==> config.mk <==
export PLATFORM = sky130hd
export DESIGN_NAME = nibble_serial_adder
export DESIGN_NICKNAME = d
export VERILOG_FILES = /design/src/rtl/nsa_pkg.sv /design/src/rtl/carryadder.sv /design/src/rtl/nibble_serial_adder.sv
export SDC_FILE = /design/constraint.sdc
export NUM_CORES = 1
export LEC_CHECK = 0
export BUFFER_PORTS_ARGS = -buffer_cell sky130_fd_sc_hd__buf_2
export CAP_MARGIN = 40
export CORE_MARGIN = 10
export CORE_UTILIZATION = 55
export CTS_BUF_LIST = sky130_fd_sc_hd__clkbuf_16
export CTS_CLUSTER_SIZE = 8
export DETAILED_ROUTE_END_ITERATION = 7
export GPL_TIMING_DRIVEN = 0
export MAX_ROUTING_LAYER = met4
export PLACE_DENSITY = 0.79
export SLEW_MARGIN = 20
export SYNTH_ARGS = -nofsm -noshare
export SYNTH_HDL_FRONTEND = slang
export SYNTH_SLANG_ARGS = --single-unit
==> constraint.sdc <==
create_clock -name clk -period 2.05 [get_ports clk]
set_clock_uncertainty 0.1 [all_clocks]
set_input_delay 0.1025 -clock clk [delete_from_list [all_inputs] [get_ports clk]]
set_output_delay 0.1025 -clock clk [all_outputs]
set_load 0.05 [all_outputs]
==> src/rtl/nsa_pkg.sv <==
// Shared definitions for the nibble-serial adder and its CLA cell.
package nsa_pkg;

  localparam int unsigned NIB_W = 4;

  typedef enum logic [1:0] {
    IDLE = 2'd0,
    RUN  = 2'd1,
    DONE = 2'd2
  } state_e;

endpackage : nsa_pkg

==> src/rtl/carryadder.sv <==
// 4-bit carry-lookahead adder cell: purely combinational nibble add.
module carryadder
  import nsa_pkg::*;
(
  input  logic [NIB_W-1:0] a_i,
  input  logic [NIB_W-1:0] b_i,
  input  logic             c0_i,
  output logic [NIB_W-1:0] s_o,
  output logic             c4_o
);

  logic [NIB_W-1:0] g;
  logic [NIB_W-1:0] p;
  logic [NIB_W:0]   c;

  // Generate/propagate terms and flattened lookahead carries.
  always_comb begin
    g    = a_i & b_i;
    p    = a_i ^ b_i;
    c[0] = c0_i;
    c[1] = g[0] | (p[0] & c0_i);
    c[2] = g[1] | (p[1] & g[0]) | (p[1] & p[0] & c0_i);
    c[3] = g[2] | (p[2] & g[1]) | (p[2] & p[1] & g[0])
         | (p[2] & p[1] & p[0] & c0_i);
    c[4] = g[3] | (p[3] & g[2]) | (p[3] & p[2] & g[1])
         | (p[3] & p[2] & p[1] & g[0]) | (p[3] & p[2] & p[1] & p[0] & c0_i);
    s_o  = p ^ c[NIB_W-1:0];
    c4_o = c[4];
  end

endmodule : carryadder

==> src/rtl/nibble_serial_adder.sv <==
// Nibble-serial add/subtract sequencer around a single 4-bit CLA cell.
module nibble_serial_adder
  import nsa_pkg::*;
#(
  parameter int unsigned WIDTH = 16
) (
  input  logic             clk,
  input  logic             rst_n,
  input  logic             in_valid,
  output logic             in_ready,
  input  logic [WIDTH-1:0] op_a,
  input  logic [WIDTH-1:0] op_b,
  input  logic             cin,
  input  logic             op_sub,
  output logic             out_valid,
  input  logic             out_ready,
  output logic [WIDTH-1:0] sum,
  output logic             cout,
  output logic             ovf,
  output logic             busy
);

  localparam int unsigned NIB   = WIDTH / NIB_W;
  localparam int unsigned CNT_W = $clog2(NIB) + 1;

  state_e           state_q;
  logic [WIDTH-1:0] a_sh_q;
  logic [WIDTH-1:0] b_sh_q;
  logic [WIDTH-1:0] res_q;
  logic             carry_q;
  logic             a_msb_q;
  logic             beff_msb_q;
  logic [CNT_W-1:0] cnt_q;
  logic [WIDTH-1:0] sum_q;
  logic             cout_q;
  logic             ovf_q;
  logic             out_valid_q;
  logic             in_ready_q;
  logic             busy_q;

  logic [NIB_W-1:0] cla_s;
  logic             cla_c4;
  logic [WIDTH-1:0] b_eff;
  logic [WIDTH-1:0] res_d;
  logic             last_nib;

  carryadder u_cla (
    .a_i  (a_sh_q[NIB_W-1:0]),
    .b_i  (b_sh_q[NIB_W-1:0]),
    .c0_i (carry_q),
    .s_o  (cla_s),
    .c4_o (cla_c4)
  );

  // Effective B, next result window (new nibble enters at the top) and last-nibble flag.
  always_comb begin
    b_eff    = op_b ^ {WIDTH{op_sub}};
    res_d    = WIDTH'({cla_s, res_q} >> NIB_W);
    last_nib = (cnt_q == CNT_W'(NIB - 1));
  end

  // Sequencer: accept in IDLE, one nibble per cycle in RUN, hold result in DONE.
  always_ff @(posedge clk) begin
    if (!rst_n) begin
      state_q     <= IDLE;
      a_sh_q      <= '0;
      b_sh_q      <= '0;
      res_q       <= '0;
      carry_q     <= 1'b0;
      a_msb_q     <= 1'b0;
      beff_msb_q  <= 1'b0;
      cnt_q       <= '0;
      sum_q       <= '0;
      cout_q      <= 1'b0;
      ovf_q       <= 1'b0;
      out_valid_q <= 1'b0;
      in_ready_q  <= 1'b1;
      busy_q      <= 1'b0;
    end else begin
      case (state_q)
        IDLE: begin
          if (in_valid) begin
            a_sh_q     <= op_a;
            b_sh_q     <= b_eff;
            carry_q    <= op_sub | cin;
            a_msb_q    <= op_a[WIDTH-1];
            beff_msb_q <= b_eff[WIDTH-1];
            cnt_q      <= '0;
            state_q    <= RUN;
            in_ready_q <= 1'b0;
            busy_q     <= 1'b1;
          end
        end
        RUN: begin
          a_sh_q  <= a_sh_q >> NIB_W;
          b_sh_q  <= b_sh_q >> NIB_W;
          res_q   <= res_d;
          carry_q <= cla_c4;
          cnt_q   <= cnt_q + CNT_W'(1);
          if (last_nib) begin
            state_q     <= DONE;
            sum_q       <= res_d;
            cout_q      <= cla_c4;
            ovf_q       <= (a_msb_q == beff_msb_q) && (res_d[WIDTH-1] != a_msb_q);
            out_valid_q <= 1'b1;
          end
        end
        DONE: begin
          if (out_ready) begin
            state_q     <= IDLE;
            out_valid_q <= 1'b0;
            in_ready_q  <= 1'b1;
            busy_q      <= 1'b0;
          end
        end
        default: begin
          state_q     <= IDLE;
          out_valid_q <= 1'b0;
          in_ready_q  <= 1'b1;
          busy_q      <= 1'b0;
        end
      endcase
    end
  end

  assign in_ready  = in_ready_q;
  assign out_valid = out_valid_q;
  assign sum       = sum_q;
  assign cout      = cout_q;
  assign ovf       = ovf_q;
  assign busy      = busy_q;

endmodule : nibble_serial_adder
==> out/qor.yml <==
grt_antenna_before_repair: 0
ys_async_sr_fraction_pct: 0
postCtsResizedCells: 0
wl_mm: 8.18
timing.critical_path.arrival_ns: 1.96
vias: 2870
cts.root.buffer_cell: "clkbuf_16"
synth_sequential_area_ratio_pct: 44.1
wire_length_of_the_first_global_routing_pass_mm: 13.8
globalplace.congestion: 0.805
ir_worst_vdd_mv: 0.584
max_cap_viol_count: 0
grtUsageTotal_pct: 17.7
timing.final.setup_violations: 0
cts_made_buffers: 9
placedInstanceArea_mm2: 0.00369
rsz_0062_raised_after_global_routing: "no"
fmaxAchievable_mhz: 555
slowest_delay_ns: 0.37
final_hold_viol_count: 0
grt_start_max_net_pins: 14
core_area_mm2: 0.00589
tns_ns: 0
dp_slack_ns: 0.264
post-route-min-period_ns: 1.80
synth.cell_area_mm2: 0.00331
stdcell_area_mm2: 0.00410
route.detailed.vias_per_inst: 5.35
critPathMaxFanout: 4
start_util_pct: 56.3
detailed_place_hpwl_mm: 5.96
route.detailed.drc: 0
dieArea_mm2: 0.00953
design.portCount: 59
clock-sinks: 73
cpMaxStageDelayCell: "dfxtp_1"
leakagePower_nw: 1.79
hold_class: "input pin to flip-flop"
ctsHtreeMaxLevel: 3
postLayoutSetupSlackWorst_ns: 0.247
area_growth_syn_to_layout_pct: 23.7
yosysWarnings: 0
cts_tree: "done"
syn-num-nets: 425
worst_setup_hold_path_clk_slew_ns: 0.06
report.final.slew_viol_count: 0
outcome: "finished clean"
floorplan.die.width_um: 97.6
antenna_left: 0
ys_dominant_reg_cell: "dfxtp_1"
synth_cell_types: 40
path_class: "flip-flop to flip-flop"
final_cells: 536
synth_enable_flop_cells: 0
place_inst: 511
grt_pass1_vias: 2881
fin_crit_sh_pct: 87.9
crit_path_cell_trace: "ha_1 > a211oi_1 > o21ai_0 > a31o_2 > a31oi_1"
die_height_um: 97.6
grt.overflow.total: 0
layout.nets: 501
syn-mean-instance-area_um2: 8.72
number_of_buffers_on_the_longest_clock_path: 2
endpoint_kind: "flip-flop"
ys_seq_elements: 73
syn_inst: 380
placement.io_buffers: 56
tightestPinTransition_ns: 0.589
max_slew_margin_pct: 60.7
power-per-cell-area_mw_per_mm2: 901
crit_required_ns: 2.21
worstSkewPairLatency_ns: 0.33
insertedDiodeCount: 0
detail_route.iter0.violations: 126
fp-row-count: 28
drive_gt1_share_pct: 21.3
crit_path_start_kind: "flip-flop"
dr.pass1.iters: 4
routed_len_inst_um: 15.3
## power breakdown
group	switching [mW]	internal, mW	leakage (nW)	total (mW)
sequential	0.0507	1.50	0.596	1.55
clock	0.596	1.06	0.155	1.66
combinational	0.267	0.217	1.04	0.483
## layer usage
layer | share of wire (%) | wire, um | GRT usage (%)
met1 | 46 | 3750 | 21.3
met2 | 48 | 3950 | 28.7
met3 | 4.8 | 389 | 3.13
met4 | 1.1 | 88 | 6.94
met5 | 0 | 0 | -
## synth_stat cells, types with 2 or more instances
cell | n | share of area [%]
nand3_1 | 20 | 3.0
ha_1 | 6 | 2.3
nand2_1 | 92 | 10
a21boi_1 | 9 | 2.0
nor2b_1 | 16 | 3.0
a21oi_1 | 3 | 0.45
buf_6 | 5 | 1.7
a21boi_0 | 27 | 6.1
xnor2_1 | 13 | 3.4
o21ai_0 | 6 | 0.91
a211oi_1 | 2 | 0.45
inv_1 | 5 | 0.57
clkbuf_1 | 8 | 0.91
o211a_1 | 14 | 4.2
nand4_1 | 4 | 0.76
a21o_1 | 2 | 0.45
a221oi_1 | 12 | 3.2
xor2_1 | 4 | 1.1
nor2_1 | 18 | 2.0
and2_1 | 5 | 0.94
buf_2 | 12 | 1.8
buf_4 | 5 | 1.1
o211ai_1 | 2 | 0.45
dfxtp_1 | 73 | 44
o31ai_1 | 2 | 0.45
## timing repair
item,4_1_cts,5_1_grt
hold endpoints to repair,10,0
hold buffers,9,0
buffers inserted,0,0
## path summary, 6_finish.rpt
check | cells past startpoint | from | slack [ns] | end
worst min-delay path | 4 | op_a[11] | 0.02 | a_sh_q[11]
worst max register to register | 5 | b_sh_q[0] | 0.25 | ovf
worst max-delay path | 5 | b_sh_q[0] | 0.25 | ovf
worst min register to register | 2 | sum[6] | 0.36 | sum[6]
## placed cells by master, fill, tap and decap left out, types with 4 or more instances in the layout
cell type,count
nand2_1,92
dfxtp_1,73
buf_2,68
a21boi_0,27
nand3_1,20
nor2_1,18
nor2b_1,16
o211a_1,14
xnor2_1,13
a221oi_1,12
a21boi_1,9
clkbuf_16,9
dlygate4sd3_1,9
clkbuf_1,8
o21ai_0,6
ha_1,6
inv_1,5
buf_6,5
buf_4,5
and2_1,5
nand4_1,4
xor2_1,4
## layout make-up
type / count / area, um2
well taps: 75 / 93.8
plain buffers: 30 / 184
flip-flops and latches: 73 / 1460
inverters: 5 / 18.8
repair buffers: 65 / 370
fillers: 472 / 1790
clock inverters: 7 / 95.1
clock buffers: 9 / 225
multi-input cells: 272 / 1650
## worst max-delay path, delay by kind of cell, from the launching register on
kind	cells	cell delay [ns]
AO/OA/AOI/OAI	4	1.00
flip-flops	1	0.37
adder cells (fa/ha/maj)	1	0.26
## sequential cells by signal, summed over array words and instances (netlist names)
register	count
ovf	1
a_sh_q	16
beff_msb_q	1
res_q	12
sum	16
cout	1
cnt_q	3
out_valid	1
carry_q	1
b_sh_q	16
a_msb_q	1
in_ready	1
state_q	2
busy	1
## cells by family (layout without fill, tap and decap cells)
family | after synthesis | count (layout) | synth area share (%)
compound gates | 86 | 86 | 20.4
xor+xnor | 17 | 17 | 4.49
fa+ha+maj | 7 | 7 | 2.87
buf+inv | 35 | 116 | 6.12
flops | 73 | 73 | 44.1
simple gates | 162 | 162 | 22.0
## stage by stage
stage               hold slack [ns]  util (%)  total power [mW]
floorplan                     0.136         -              1.90
global placement              0.239      62.6              2.03
detailed placement            0.250      62.6              2.04
CTS                          0.0177      69.6              3.71
global route                 0.0387      69.6              3.83
finish                       0.0163      69.6              3.69
Note: power is estimated with default switching activity, not from simulation.
